## config.mk

```make
export PLATFORM = sky130hd
export DESIGN_NAME = pipe_stage_fifo
export DESIGN_NICKNAME = d
export VERILOG_FILES = /design/src/rtl/pipe_pkg.sv /design/src/rtl/pipe_wrap_ctr.sv /design/src/rtl/pipe_stage_fifo.sv
export SDC_FILE = /design/constraint.sdc
export NUM_CORES = 1
export LEC_CHECK = 0
export CAP_MARGIN = 20
export CORE_ASPECT_RATIO = 0.8
export CORE_MARGIN = 1
export CORE_UTILIZATION = 32
export DETAILED_ROUTE_END_ITERATION = 7
export GPL_TIMING_DRIVEN = 0
export SYNTH_ARGS = -nofsm -noshare
export SYNTH_HDL_FRONTEND = slang
export SYNTH_SLANG_ARGS = --single-unit
export TNS_END_PERCENT = 1
```

## constraint.sdc

```tcl
create_clock -name i_clk -period 4.8 [get_ports i_clk]
set_input_delay 1.44 -clock i_clk [delete_from_list [all_inputs] [get_ports i_clk]]
set_output_delay 1.44 -clock i_clk [all_outputs]
set_load 0.005 [all_outputs]
```

## src/rtl/pipe_pkg.sv

```systemverilog
// ---------------------------------------------------------------------------
// pipe_pkg
//   Shared definitions for the inter-stage pipeline buffers.
//   - ptr_w()          : pointer width for a DEPTH-entry ring (min 1 bit)
//   - pipe_ctl_t       : valid/ready handshake pair
//   - MAX_PIPE_DEPTH   : largest supported buffer depth
//   - *_payload_t      : per-stage packed payloads; a stage instantiates
//                        pipe_stage_fifo with PAYLOAD_W = $bits(<struct>)
// ---------------------------------------------------------------------------
package pipe_pkg;

  localparam int unsigned MAX_PIPE_DEPTH = 16;

  function automatic int unsigned ptr_w(input int unsigned depth);
    return (depth > 1) ? $clog2(depth) : 1;
  endfunction

  typedef struct packed {
    logic valid;
    logic ready;
  } pipe_ctl_t;

  // MEM/WB stage payload (64 bits)
  typedef struct packed {
    logic [31:0] exres;
    logic [4:0]  rdid;
    logic        rd_we;
    logic        csr_we;
    logic [11:0] csr_addr;
    logic        diffins;
    logic [11:0] pc;
  } mem_wb_payload_t;

endpackage

```

## src/rtl/pipe_wrap_ctr.sv

```systemverilog
// ---------------------------------------------------------------------------
// pipe_wrap_ctr
//   Ring pointer for a DEPTH-entry buffer. Advances on inc, returns to 0 on
//   clr, and wraps explicitly from DEPTH-1 to 0 so non-power-of-2 depths work.
// Ports
//   i_clk   in   clock, rising edge
//   i_rst_n in   asynchronous reset, active high
//   inc     in   advance pointer
//   clr     in   synchronous clear (priority over inc)
//   ptr_o   out  current pointer value
// ---------------------------------------------------------------------------
module pipe_wrap_ctr
  import pipe_pkg::*;
#(
  parameter int unsigned DEPTH = 2
) (
  input  logic                      i_clk,
  input  logic                      i_rst_n,
  input  logic                      inc,
  input  logic                      clr,
  output logic [ptr_w(DEPTH)-1:0]   ptr_o
);

  localparam int unsigned PTR_W = ptr_w(DEPTH);
  localparam logic [PTR_W-1:0] LAST = PTR_W'(DEPTH - 1);

  always_ff @(posedge i_clk or posedge i_rst_n) begin
    if (i_rst_n) begin
      ptr_o <= '0;
    end else if (clr) begin
      ptr_o <= '0;
    end else if (inc) begin
      ptr_o <= (ptr_o == LAST) ? '0 : ptr_o + 1'b1;
    end
  end

endmodule

```

## src/rtl/pipe_stage_fifo.sv

```systemverilog
// ---------------------------------------------------------------------------
// pipe_stage_fifo
//   DEPTH-entry FIFO with valid/ready handshake and single-cycle flush, used
//   as the buffer between CPU pipeline stages. Lets the upstream stage keep
//   issuing while the downstream stage stalls.
// Parameters
//   PAYLOAD_W       payload width
//   DEPTH           entries, 1..MAX_PIPE_DEPTH, any value
//   PASS_WHEN_FULL  accept a push while full when a pop happens this cycle
//   CLEAR_ON_FLUSH  zero storage on flush/reset (else only pointers/count)
// Ports
//   i_clk        in   clock, rising edge
//   i_rst_n      in   asynchronous reset, active HIGH
//   flush        in   synchronous kill of all entries (beats push/pop)
//   in_valid_i   in   upstream payload valid
//   in_ready_o   out  stage can accept a payload
//   in_data_i    in   upstream payload
//   out_valid_o  out  head entry valid
//   out_ready_i  in   downstream consumes head
//   out_data_o   out  head payload (from registers only)
//   count_o      out  occupancy 0..DEPTH
// ---------------------------------------------------------------------------
module pipe_stage_fifo
  import pipe_pkg::*;
#(
  parameter int unsigned PAYLOAD_W      = 64,
  parameter int unsigned DEPTH          = 2,
  parameter bit          PASS_WHEN_FULL = 1'b1,
  parameter bit          CLEAR_ON_FLUSH = 1'b1
) (
  input  logic                         i_clk,
  input  logic                         i_rst_n,
  input  logic                         flush,
  input  logic                         in_valid_i,
  output logic                         in_ready_o,
  input  logic [PAYLOAD_W-1:0]         in_data_i,
  output logic                         out_valid_o,
  input  logic                         out_ready_i,
  output logic [PAYLOAD_W-1:0]         out_data_o,
  output logic [$clog2(DEPTH+1)-1:0]   count_o
);

  localparam int unsigned PTR_W = ptr_w(DEPTH);
  localparam int unsigned CNT_W = $clog2(DEPTH + 1);
  localparam logic [CNT_W-1:0] FULL_CNT = CNT_W'(DEPTH);

  pipe_ctl_t              in_ctl;
  pipe_ctl_t              out_ctl;
  logic                   push;
  logic                   pop;
  logic                   full;
  logic [PTR_W-1:0]       wr_ptr;
  logic [PTR_W-1:0]       rd_ptr;
  logic [CNT_W-1:0]       count;
  logic [PAYLOAD_W-1:0]   mem [DEPTH];

  assign full        = (count == FULL_CNT);
  assign out_valid_o = (count != '0);
  assign in_ready_o  = (count < FULL_CNT) | (PASS_WHEN_FULL & out_ready_i & full);
  assign count_o     = count;

  assign in_ctl.valid  = in_valid_i;
  assign in_ctl.ready  = in_ready_o;
  assign out_ctl.valid = out_valid_o;
  assign out_ctl.ready = out_ready_i;

  assign push = in_ctl.valid  & in_ctl.ready  & ~flush;
  assign pop  = out_ctl.valid & out_ctl.ready & ~flush;

  // Pointers: flush returns both to slot 0.
  pipe_wrap_ctr #(.DEPTH(DEPTH)) u_wr_ctr (
    .i_clk   (i_clk),
    .i_rst_n (i_rst_n),
    .inc     (push),
    .clr     (flush),
    .ptr_o   (wr_ptr)
  );

  pipe_wrap_ctr #(.DEPTH(DEPTH)) u_rd_ctr (
    .i_clk   (i_clk),
    .i_rst_n (i_rst_n),
    .inc     (pop),
    .clr     (flush),
    .ptr_o   (rd_ptr)
  );

  always_ff @(posedge i_clk or posedge i_rst_n) begin
    if (i_rst_n) begin
      count <= '0;
    end else if (flush) begin
      count <= '0;
    end else begin
      unique case ({push, pop})
        2'b10:   count <= count + 1'b1;
        2'b01:   count <= count - 1'b1;
        default: count <= count;
      endcase
    end
  end

  // When full with push+pop, wr_ptr == rd_ptr, so the write reuses the slot
  // being vacated; the old head is still presented this cycle.
  generate
    if (CLEAR_ON_FLUSH) begin : g_clr_mem
      always_ff @(posedge i_clk or posedge i_rst_n) begin
        if (i_rst_n) begin
          mem <= '{default: '0};
        end else if (flush) begin
          mem <= '{default: '0};
        end else if (push) begin
          mem[wr_ptr] <= in_data_i;
        end
      end
      assign out_data_o = mem[rd_ptr];
    end else begin : g_keep_mem
      always_ff @(posedge i_clk) begin
        if (push) begin
          mem[wr_ptr] <= in_data_i;
        end
      end
      // Storage is not cleared here, so mask stale data while empty.
      assign out_data_o = out_valid_o ? mem[rd_ptr] : '0;
    end
  endgenerate

`ifndef SYNTHESIS
  a_depth_range : assert property (@(posedge i_clk)
    (DEPTH >= 1) && (DEPTH <= MAX_PIPE_DEPTH));
  a_no_overflow : assert property (@(posedge i_clk) disable iff (i_rst_n)
    !(push && full && !pop));
  a_no_underflow : assert property (@(posedge i_clk) disable iff (i_rst_n)
    !(pop && (count == '0)));
  a_count_bound : assert property (@(posedge i_clk) disable iff (i_rst_n)
    count <= FULL_CNT);
`endif

endmodule

```

==> reports/metrics.cfg <==
[synth]
synth_common_cells = 132 x dfrtp_1, 128 x a32o_1, 64 x mux2_2
synth_top_family_by_area = compound AO/OA/AOI/OAI gates
yosys_warnings = 0
synth_fa_ha_area_share_pct = 0
async_reset_ff_share_pct = 100
synth.area.mux_share_pct = 12.3
synth_compound_area_share_pct = 23.7
synth_edf_count = 0
avgSynthCellArea_um2 = 14.6
syn-num-nets = 471
syn_inst = 402
synth_top_area_cell = dfrtp_1
synthSimpleGateAreaFrac_pct = 1.18
synth-xor-area-share_pct = 0.150
yosysSeqAreaShare_pct = 56.4
syn_area_um2 = 5850
ys_ff_latch = 132
yosys-top-cells-area = dfrtp_1 56%, a32o_1 22%, mux2_2 12%, buf_6 3.7%, buf_2 1.1%
yosysUniqueCellTypes = 24
synth_top_area_share_pct = 56.4
synth_ff_type = dfrtp_1
synth.most_common_cell = dfrtp_1

[sta]
period_needed_ns = 4.23
timing.hold.ws_ns = 0.514
final.setup.tns_ns = 0
fin_worst_skew_ns = 0.00803
fmax_ghz = 0.236
grt_setup_unrepaired = no
relSlewSlack_pct = 42.7
setup_slack_ns = 0.569
finalHoldViolations = 0
slew_violations = 0
worstMarginPinSlew_ns = 0.856
setup_violations = 0
period_share_pct = 88.1

[clocking]
cts.clk_slew.worst_paths_ns = 0.05
htreeDepth = 4
cts_resized = 0
numCtsBuffers = 17
cts_hold_buffers = 0
clock_latency_ns = 0.42
post_cts_buffers = 0
clock-sinks = 132
cts_tree = done
cts_root_buf = clkbuf_16
clk_path_buf_depth = 2

[floorplanning]
ios = 137
coreArea_um2 = 17600
rows = 43
die_w_um = 153
die_y_um = 123
initial_core_util_pct = 33.3
dieArea_um2 = 18800

[placement]
dp_cells = 767
dp_slack_ns = 0.581
io_buffers = 136
gp_congestion = 0.747
hpwl_um = 11300

[route]
num_vias = 4450
drt_iter0_drc = 207
via_per_inst = 5.57
dr.pass1.iters = 6
wl_um = 16700
drc = 0
wl_per_cell_um = 20.9
postRouteAntennaNets = 0

[cells_and_area]
syn2layout_area_growth_pct = 39.9
final_nets = 630
diodes = 0
drive_gt1_share_pct = 23.3
instances_no_fill = 799

[hold_path]
min_path_cells = 1
min_path_type = flop to flop

[critical_path]
cp_max_fo = 7
critPathRequiredTime_ns = 3.36
critPathKind = primary input to primary output
arrival_ns = 2.79
crit_path_start_kind = primary input
reg2reg_depth = 5
cp-end-kind = primary output

[global_routing]
grt_pass1_vias = 4833
grt_pass1_wl_um = 26900
grt_max_degree = 37
track_usage_pct = 18.7
antenna_found_initial = 0
grt_overflow = 0

[power_and_ir_drop]
leakage_nw = 3.49
power_density_nw_per_um2 = 367
ir_drop_v = 0.000245

[status]
status = finished clean

[flow_run]
cap_violations = 0

==> final timing paths <==
path                       slack [ns]                    from                      to
hold reg to reg                  0.51     mem[41]$_DFFE_PP0P_     mem[41]$_DFFE_PP0P_
setup / recovery                 0.57             out_ready_i              in_ready_o
max in group asynchronous        2.42                 i_rst_n  count_o[1]$_DFFE_PP0P_
hold / removal                   0.51     mem[41]$_DFFE_PP0P_     mem[41]$_DFFE_PP0P_
min in group asynchronous        1.44                 i_rst_n     mem[89]$_DFFE_PP0P_
setup reg to reg                 2.77  count_o[1]$_DFFE_PP0P_     mem[55]$_DFFE_PP0P_
==> sequential cells by signal, indices dropped and copies added (netlist names) <==
| register | count |
|---|---|
| count_o | 2 |
| u_wr_ctr.ptr_o | 1 |
| mem | 128 |
| u_rd_ctr.ptr_o | 1 |
==> through the flow <==
step                util [%]  area [um2]  total power, W
floorplan                  -        5860         0.00145
global placement        42.6        7500         0.00169
detailed placement      43.1        7590         0.00170
CTS                     46.5        8190         0.00303
global route            46.5        8190         0.00312
finish                  46.5        8190         0.00300
==> worst max-delay path, stage by stage <==
cell and delay [ns]:
clkdlybuf4s50_1 0.62, nand2b_4 0.13, nand2_1 0.09, clkdlybuf4s50_1 0.50
==> cells in the final DEF (no fill, tap or decap), types with 3 or more instances in the layout <==
cell type,netlist,layout
buf_6,19,19
clkbuf_1,17,20
nand2_1,3,3
buf_2,13,13
dfrtp_1,132,132
clkdlybuf4s50_1,0,136
inv_1,5,4
a32o_1,128,128
o21ai_0,4,4
mux2_2,64,64
clkbuf_16,0,17
buf_12,0,3
clkbuf_8,0,5
==> logic make-up after synthesis <==
family,after synthesis
AND/OR/NAND/NOR,11
buffers and inverters,54
multiplexers,64
flip-flops,132
XOR/XNOR,1
AO/OA/AOI/OAI,140
==> cell type report <==
type                    instances  area [um2]
repair buffers                140        1450
well taps                     225         282
inverters                       5        22.5
clock buffers                  25         505
multi-input cells             216        2190
flip-flops and latches        132        3300
plain buffers                  49         343
fillers                      1577        9410
clock inverters                 7        95.1
==> routing by layer <==
metal | vias to the layer above | GRT usage [%] | share of wire (%)
met4 | 0 | 5.24 | 1.0
met1 | 2345 | 25.6 | 47
li1 | 1968 | - | -
met2 | 122 | 29.0 | 46
met3 | 15 | 5.15 | 5.3
met5 | - | 0 | 0
==> where the power goes <==
group,total (W),switching (W),internal (W)
sequential,0.00121,0.0000337,0.00118
clock,0.00132,0.000486,0.000834
combinational,0.000471,0.000211,0.000260
total,0.00300,0.000731,0.00227
Note: power is estimated with default switching activity, not from simulation.
